===== config.mk =====
export PLATFORM = sky130hd
export DESIGN_NAME = context_scheduler
export DESIGN_NICKNAME = d
export VERILOG_FILES = /design/src/rtl/sched_pkg.sv /design/src/rtl/rr_picker.sv /design/src/rtl/context_scheduler.sv
export SDC_FILE = /design/constraint.sdc
export NUM_CORES = 1
export LEC_CHECK = 0
export CAP_MARGIN = 20
export CORE_ASPECT_RATIO = 1.4
export CORE_UTILIZATION = 30
export CTS_BUF_LIST = sky130_fd_sc_hd__clkbuf_16
export DETAILED_ROUTE_END_ITERATION = 10
export DONT_BUFFER_PORTS = 1
export GPL_TIMING_DRIVEN = 0
export PLACE_DENSITY = 0.53
export SLEW_MARGIN = 40
export SYNTH_ARGS = -nofsm -noshare
export SYNTH_HDL_FRONTEND = slang
export SYNTH_SLANG_ARGS = --single-unit

===== constraint.sdc =====
create_clock -name clock -period 3.9 [get_ports clock]
set_input_delay 0.78 -clock clock [delete_from_list [all_inputs] [get_ports clock]]
set_output_delay 0.78 -clock clock [all_outputs]
set_load 0.03 [all_outputs]

===== src/rtl/sched_pkg.sv =====
// Shared types for the context scheduler: slot states, FSM states, event kinds
// and the PID width helper.
package sched_pkg;

  typedef enum logic [1:0] {
    FREE    = 2'd0,
    READY   = 2'd1,
    RUNNING = 2'd2,
    BLOCKED = 2'd3
  } slotStateT;

  typedef enum logic [2:0] {
    OFF,
    RUN,
    SAVE,
    SELECT,
    DISPATCH,
    IDLE
  } fsmStateT;

  typedef enum logic [1:0] {
    EV_END,
    EV_IO,
    EV_QUANTUM
  } evTypeT;

  function automatic int pid_width(input int n);
    return (n > 2) ? $clog2(n) : 1;
  endfunction

endpackage


===== src/rtl/rr_picker.sv =====
// Combinational round-robin picker: first set bit of readyMask at or after
// start, wrapping, so the slot just before start is the last candidate.
module rr_picker #(
  parameter int NPROC = 4,
  parameter int PID_W = 2
) (
  input  logic [NPROC-1:0] readyMask,
  input  logic [PID_W-1:0] start,
  output logic             found,
  output logic [PID_W-1:0] index
);

  logic [PID_W:0] cand;

  // Walk from the farthest candidate back so the nearest ready slot wins.
  always_comb begin
    found = 1'b0;
    index = '0;
    cand  = '0;
    for (int k = NPROC - 1; k >= 0; k--) begin
      cand = {1'b0, start} + (PID_W + 1)'(k);
      if (cand >= (PID_W + 1)'(NPROC)) cand = cand - (PID_W + 1)'(NPROC);
      if (readyMask[cand]) begin
        found = 1'b1;
        index = cand[PID_W-1:0];
      end
    end
  end

endmodule


===== src/rtl/context_scheduler.sv =====
// Round-robin process scheduler with per-slot saved PC and quantum counting.
// Optional SCHED_SWITCH_COUNT_EN adds saturating switch/preemption counters.
module context_scheduler
  import sched_pkg::*;
#(
  parameter int NPROC       = 4,
  parameter int PC_W        = 32,
  parameter int QUANTUM     = 16,
  parameter int QCNT_W      = 8,
  parameter int BASE_STRIDE = 2048,
  localparam int PID_W      = pid_width(NPROC)
) (
  input  logic              clock,
  input  logic              reset,
  input  logic              enable,
  input  logic              step,
  input  logic [PC_W-1:0]   pc,
  input  logic              io_req,
  input  logic              proc_end,
  input  logic [NPROC-1:0]  io_done,
  input  logic              proc_create,
  input  logic [PID_W-1:0]  create_id,
  input  logic [PC_W-1:0]   create_pc,
  output logic              switch_req,
  output logic [PC_W-1:0]   restore_pc,
  output logic [PID_W-1:0]  cur_pid,
  output logic [PC_W-1:0]   base_addr,
  output logic [QCNT_W-1:0] quantum_left,
  output logic              idle,
  output logic              create_err
`ifdef SCHED_SWITCH_COUNT_EN
  ,
  output logic [15:0]       switch_count,
  output logic [15:0]       preempt_count
`endif
);

  localparam logic [QCNT_W-1:0] QFULL = QCNT_W'(QUANTUM);
  localparam logic [QCNT_W-1:0] QLAST = QCNT_W'(QUANTUM - 1);

  fsmStateT          fsm;
  slotStateT         slotState [NPROC];
  logic [PC_W-1:0]   savedPc   [NPROC];
  evTypeT            evType;
  logic [QCNT_W-1:0] count;
  logic [PID_W-1:0]  selStart;

  logic              createOk;
  logic [NPROC-1:0]  readyNow;
  logic [NPROC-1:0]  readyEff;
  logic [NPROC-1:0]  pickMask;
  logic              pickFound;
  logic [PID_W-1:0]  pickIdx;
  logic [PC_W-1:0]   dispPc;

  // readyEff folds in this cycle's io_done and accepted create so IDLE can
  // dispatch them on the very next edge.
  always_comb begin
    createOk = 1'b0;
    readyNow = '0;
    readyEff = '0;
    for (int i = 0; i < NPROC; i++) begin
      if (proc_create && create_id == PID_W'(i) && slotState[i] == FREE) createOk = 1'b1;
    end
    for (int i = 0; i < NPROC; i++) begin
      readyNow[i] = (slotState[i] == READY);
      readyEff[i] = readyNow[i] || (slotState[i] == BLOCKED && io_done[i]) ||
                    (createOk && create_id == PID_W'(i));
    end
    pickMask = (fsm == IDLE) ? readyEff : readyNow;
    dispPc   = (createOk && create_id == pickIdx) ? create_pc : savedPc[pickIdx];
  end

  rr_picker #(.NPROC(NPROC), .PID_W(PID_W)) picker (
    .readyMask (pickMask),
    .start     (selStart),
    .found     (pickFound),
    .index     (pickIdx)
  );

  always_ff @(posedge clock) begin
    if (reset) begin
      fsm          <= OFF;
      evType       <= EV_END;
      count        <= '0;
      selStart     <= '0;
      cur_pid      <= '0;
      switch_req   <= 1'b0;
      restore_pc   <= '0;
      base_addr    <= '0;
      quantum_left <= QFULL;
      idle         <= 1'b0;
      create_err   <= 1'b0;
      for (int i = 0; i < NPROC; i++) begin
        slotState[i] <= FREE;
        savedPc[i]   <= '0;
      end
`ifdef SCHED_SWITCH_COUNT_EN
      switch_count  <= '0;
      preempt_count <= '0;
`endif
    end else begin
      switch_req <= 1'b0;
      create_err <= proc_create && !createOk;
      for (int i = 0; i < NPROC; i++) begin
        if (slotState[i] == BLOCKED && io_done[i]) slotState[i] <= READY;
      end
      if (createOk) begin
        slotState[create_id] <= READY;
        savedPc[create_id]   <= create_pc;
      end

      case (fsm)
        OFF: begin
          if (enable) begin
            selStart <= '0;
            fsm      <= SELECT;
          end
        end
        RUN: begin
          if (step) begin
            count        <= count + 1'b1;
            quantum_left <= QFULL - count - QCNT_W'(1);
            if (proc_end || io_req || count == QLAST) begin
              savedPc[cur_pid] <= pc;
              evType <= proc_end ? EV_END : (io_req ? EV_IO : EV_QUANTUM);
              fsm    <= SAVE;
`ifdef SCHED_SWITCH_COUNT_EN
              if (!proc_end && !io_req && preempt_count != 16'hFFFF)
                preempt_count <= preempt_count + 1'b1;
`endif
            end
          end
        end
        SAVE: begin
          case (evType)
            EV_END:  slotState[cur_pid] <= FREE;
            EV_IO:   slotState[cur_pid] <= io_done[cur_pid] ? READY : BLOCKED;
            default: slotState[cur_pid] <= READY;
          endcase
          selStart <= (cur_pid == PID_W'(NPROC - 1)) ? '0 : cur_pid + 1'b1;
          fsm      <= SELECT;
        end
        SELECT, IDLE: begin
          if (pickFound) begin
            switch_req         <= 1'b1;
            restore_pc         <= dispPc;
            cur_pid            <= pickIdx;
            base_addr          <= PC_W'(pickIdx) * PC_W'(BASE_STRIDE);
            slotState[pickIdx] <= RUNNING;
            count              <= '0;
            quantum_left       <= QFULL;
            idle               <= 1'b0;
            fsm                <= DISPATCH;
          end else begin
            idle <= 1'b1;
            fsm  <= IDLE;
          end
        end
        DISPATCH: begin
          fsm <= RUN;
`ifdef SCHED_SWITCH_COUNT_EN
          if (switch_count != 16'hFFFF) switch_count <= switch_count + 1'b1;
`endif
        end
        default: fsm <= OFF;
      endcase
    end
  end

endmodule

==> results of run 1 <==
==> cell families (layout without fill, tap and decap cells) <==
group           Yosys count  in the layout  share of synthesized area
compound gates          219            219                      0.149
xor+xnor                 10             10                    0.00870
fa+ha+maj                 7              7                    0.00870
buf+inv                 113            149                     0.0622
flops                   195            195                      0.523
mux                     132            132                      0.137
other cells               1             30                   0.000373
simple gates            248            248                      0.111
==> final timing paths <==
check                                      from              end  slack [ns]  depth (start not counted)
worst min register to register        evType[0]        evType[0]        0.47                          2
worst min-delay path                  evType[0]        evType[0]        0.47                          2
worst max-delay path            slotState[3][0]  slotState[1][0]        0.30                         10
worst max register to register  slotState[3][0]  slotState[1][0]        0.30                         10
==> synth_stat cells (7+ instances only) <==
master	instances	share of area
a21oi_1	20	0.0099
dfxtp_1	59	0.12
o21ai_0	69	0.034
ha_1	7	0.0087
edfxtp_1	136	0.41
nand2_1	149	0.056
nand3_1	7	0.0035
mux2i_1	96	0.096
mux2_2	34	0.038
inv_1	11	0.0041
o31ai_1	34	0.025
and2_1	9	0.0056
buf_2	11	0.0055
clkbuf_1	48	0.018
nor2_1	38	0.014
a22o_1	65	0.057
nor3_1	10	0.0050
buf_4	35	0.026
==> area by class of cell <==
cell class                      instances  area, um^2
Sequential cell                       195        5270
Clock inverter                         11        95.1
Fill cell                            3283       21600
Multi-Input combinational cell        646        4310
Tap cell                              445         557
Clock buffer                           21         526
Inverter                               11        41.3
Timing Repair Buffer                    4        95.1
Buffer                                102         587
==> power by group through the flow <==
stage	Clock, mW	Sequential (mW)	Combinational, mW
after detailed placement	0	2.46	0.697
after floorplan	0	2.45	0.514
after global placement	0	2.46	0.674
after CTS	1.89	2.42	0.700
final	1.85	2.42	0.694
after global routing	1.97	2.43	0.753
==> critical path, cell delays in order (launching register included) <==
cell and delay [ns]:
edfxtp_1 0.39, nor2_1 0.09, and4_1 0.20, clkbuf_1 0.17
o31a_1 0.34, or4_1 0.55, clkbuf_1 0.21, and2_1 0.20
clkbuf_1 0.31, a32oi_1 0.51, mux2_1 0.38
==> timing repair <==
action                     4_1_cts  5_1_grt
gates resized for setup          0        4
setup endpoints to repair        0       32
buffers inserted                 0        0
==> registers in the layout, indices dropped and copies added, names as in the netlist <==
name          flops
slotState         8
evType            2
quantum_left      8
create_err        1
count             7
base_addr         2
restore_pc       32
selStart          2
idle              1
fsm               3
savedPc         128
switch_req        1
==> layer usage <==
metal	share of wire	vias up
li1	-	3457
met1	0.38	3526
met2	0.50	247
met3	0.074	67
met4	0.048	0
met5	0	-
==> metrics by stage <==
step | hold WS, ns | worst slack [ns] | setup TNS (ns) | cells
2_1_floorplan | 0.441 | 0.513 | 0 | 954
3_3_place_gp | 0.455 | -1.15 | -76.43 | 1399
3_5_place_dp | 0.457 | -0.133 | -0.680 | 1403
4_1_cts | 0.468 | 0.176 | 0 | 1435
5_1_grt | 0.491 | 0.0676 | 0 | 1435
6_report | 0.466 | 0.300 | 0 | 1435
==> flow_metrics.tcl, run 1 <==
set metrics [dict create \
    use_met1 0.202 \
    syn_inst 925 \
    wl_per_cell_um 21.4 \
    gp_congestion 0.841 \
    clk_latency_ns 0.46 \
    tightest_slew_ns 0.812 \
    final_nets 1061 \
    grt_use_met3 0.0498 \
    vdd_drop_max_mv 0.319 \
    initial_core_util 0.304 \
    critPathMaxFanout 10 \
    vias_per_cell 5.09 \
    post-route-drc-count 0 \
    clk_pin_slew_worst_paths_ns 0.08 \
    grt_overflow 0 \
    grt_pass1_wl_um 45200 \
    start_kind "flip-flop" \
    clock_path_buffers 2 \
    hold_viol_final 0 \
    htree_levels 4 \
    cp-end-kind "flip-flop" \
    grt_setup_unrepaired "no" \
    leakagePower_nw 4.03 \
    async_flop_share 0 \
    final_common_cell "nand2_1" \
    first_pass_iters 4 \
    io_buffers 0 \
    arrival_ns 3.80 \
    hold_path.class "reg2reg" \
    core_um2 33100 \
    ant_nets 0 \
    critPathRequiredTime_ns 4.10 \
    finalClockSkew_ns 0.0113 \
    finalSetupViolCount 0 \
    ys.flop_type "edfxtp_1" \
    status "finished clean" \
    hold_buffers 0 \
    power_frac_seq 0.487 \
    dieWidth_um 157 \
    clock_sinks 195 \
    power_mw 4.96 \
    drv_slew 0 \
    busiest_layer "met2" \
    criticalPathCategory "reg2reg" \
    wl_um 30600 \
    cts-root-buf "clkbuf_16" \
    internal_power_mw 3.62 \
    pwr_density_cell_nw_per_um2 433 \
    max_slew_margin 0.458 \
    fmax_mhz 278 \
    swShare 0.271 \
    diodes 0 \
    drv_cap 0 \
    postPlaceCellArea_um2 10800 \
    rows 79 \
    fin_util 0.346 \
    fin_area_um2 11500 \
    p_sw_mw 1.34 \
    synth_edf_count 136 \
    yosys_register_bits 195 \
    drive_gt1_frac 0.135 \
    die_area_um2 34300 \
    io_pins 154 \
    num_vias 7297 \
    finalCritPeriodShare 0.923 \
    cts_made_buffers 17 \
    seq_area_frac_synth 0.523 \
    postSynthAreaPerCell_um2 10.9 \
    synthesis.area_um2 10100 \
    area_growth_pct 14.0 \
    comb_power_share 0.140 \
    grt_max_degree 27 \
    antenna_found_initial 0 \
    layout_common_cells "nand2_1 (149), edfxtp_1 (136), mux2i_1 (96)" \
    grt_pass1_vias 7362 \
    cts_tree "built" \
    ys_types 63 \
    dp_hpwl_um 21900 \
    yosysWarnings 0 \
    clock_power_share 0.374 \
    period_minus_slack_ns 3.60 \
    gr-usage-met2 0.312 \
    drt_iter0_drc 481 \
    grtUsageTotal 0.183 \
    die_y_um 219 \
]
Note: power is estimated with default switching activity, not from simulation.
==> run 2: changes to the inputs <==
Settings changed: PLACE_DENSITY 0.53 to default.
Clock period 3.9 ns to 3.2 ns, I/O delays scaled along.
==> run 2 against run 1 <==
Sequential share of layout area about the same. Utilization about the same. Hold slack worse by 0.11 ns. Worst setup slack lost 0.15 ns. Clock power grew 15%. Critical path type unchanged. Cell count shrank 0.21%. Routed wire length down 0.57%. Maximum frequency increased by 18%. Clock-buffer cell count decreased by 1. Critical path depth stayed put.
==> flow_metrics.tcl, run 2 (same netlist as run 1, synthesis figures left out) <==
set metrics [dict create \
    path_cells "clkbuf_4, and3b_1, buf_2, a31oi_2, o21ai_1, or4_4, and2_1, clkbuf_4, a32oi_4, mux2_1" \
    start_kind "flip-flop" \
    crit_path_frequent_cell "clkbuf_4" \
    vdd_drop_max_mv 0.367 \
    ant_nets 0 \
    drv_slew 0 \
    fmax_mhz 327 \
    n_fill_cell 3308 \
    die_y_um 219 \
    grt_pass1_vias 7501 \
    gp_congestion 0.836 \
    drv_cap 0 \
    diodes 0 \
    fin_ws_ns 0.146 \
    hold_path.class "in2reg" \
    cts_made_buffers 17 \
    finalCritPeriodShare 0.954 \
    antenna_found_initial 0 \
    cts-root-buf "clkbuf_16" \
    largest-register "savedPc" \
    cpPeakStageDelay_ns 0.56 \
    multi_input_area_um2 4400 \
    largest_reg_flops 128 \
    layout_common_cells "nand2_1 (148), edfxtp_1 (136), mux2i_1 (96)" \
    cp-end-kind "flip-flop" \
    power_mw 5.92 \
    grt_overflow 0 \
    hold_viol_final 0 \
    cp.buffers_inverters 3 \
    cts_tree "built" \
    first_pass_iters 5 \
    grt_pass1_wl_um 44400 \
    area_growth_pct 14.1 \
    pre_cts_ws_ns -0.575 \
    final_nets 1058 \
    status "finished clean" \
    critPathSlowestCell "or4_4" \
    tightest_slew_ns 0.908 \
    dieWidth_um 157 \
    reg.largest.list "savedPc (128), restore_pc (32)" \
    period_minus_slack_ns 3.05 \
    wl_um 30500 \
    max_slew_margin 0.389 \
    finalNonFillerCells 1432 \
    final_common_cell "nand2_1" \
    clk_latency_ns 0.46 \
    critPathMaxFanout 10 \
    finalSetupViolCount 0 \
    clk_pin_slew_worst_paths_ns 0.07 \
    clock_path_buffers 2 \
    criticalPathCategory "reg2reg" \
    dpl.cell_count 1399 \
    postPlaceCellArea_um2 10800 \
    num_vias 7418 \
    dp_hpwl_um 21500 \
    rows 79 \
    wl_per_cell_um 21.3 \
    htree_levels 4 \
    io_buffers 0 \
    grtUsageTotal 0.180 \
    grt_max_degree 33 \
    drive_gt1_frac 0.170 \
    seq_area_um2 5270 \
    clock_sinks 195 \
    core_um2 33100 \
    initial_core_util 0.304 \
    critPathRequiredTime_ns 3.39 \
    drt_iter0_drc 473 \
    pwr_density_cell_nw_per_um2 516 \
    post-route-drc-count 0 \
    io_pins 154 \
    fin_tns_setup_ns 0 \
    vias_per_cell 5.18 \
    finalClockSkew_ns 0.0143 \
    die_area_um2 34300 \
    fin_area_um2 11500 \
    leakagePower_nw 4.07 \
    crit_family "simple AND/OR/NAND/NOR gates" \
    arrival_ns 3.25 \
]
[run 2: layer usage]
metal | global-route usage | vias to the layer above | wire, um
met5 | 0 | - | 0
met4 | 0.0954 | 0 | 1080
met3 | 0.0660 | 65 | 2900
met2 | 0.325 | 322 | 15800
met1 | 0.177 | 3567 | 10700
li1 | - | 3464 | -
[run 2: layout make-up]
class                      count  share of cell area
buffer                        97              0.0532
sequential                   195               0.459
multi-input combinational    648               0.383
inverter                      11             0.00360
clock buffer                  20              0.0436
clock inverter                12             0.00643
timing repair buffer           4             0.00262
tap                          445              0.0485
[run 2: final timing paths]
path	depth (start not counted)	slack [ns]	start	endpoint
worst max-delay path	10	0.15	fsm[1]	slotState[1][0]
worst min-delay path	2	0.35	proc_create	create_err
worst max register to register	10	0.15	fsm[1]	slotState[1][0]
worst min register to register	2	0.48	evType[0]	evType[0]
[run 2: power by group]
| group | internal [mW] | total [mW] | switching, mW |
|---|---|---|---|
| Combinational | 0.337 | 0.844 | 0.506 |
| Clock | 1.13 | 2.13 | 0.998 |
| Sequential | 2.84 | 2.95 | 0.105 |
| Total | 4.31 | 5.92 | 1.61 |
[run 2: through the flow]
step                hold WS, ns  utilization
CTS                       0.326        0.344
global placement          0.457        0.324
detailed placement        0.464        0.325
global route              0.334        0.347
finish                    0.353        0.347
floorplan                 0.441            -
[run 2: repair_timing]
item                                    in CTS  in global routing
hold buffers                                 0                  0
endpoints found under the setup margin     257                293
cloned                                       1                  1
setup buffers                                1                  3
hold endpoints to repair                     0                  0
gates resized for setup                     18                 33
pin swaps                                    2                  3
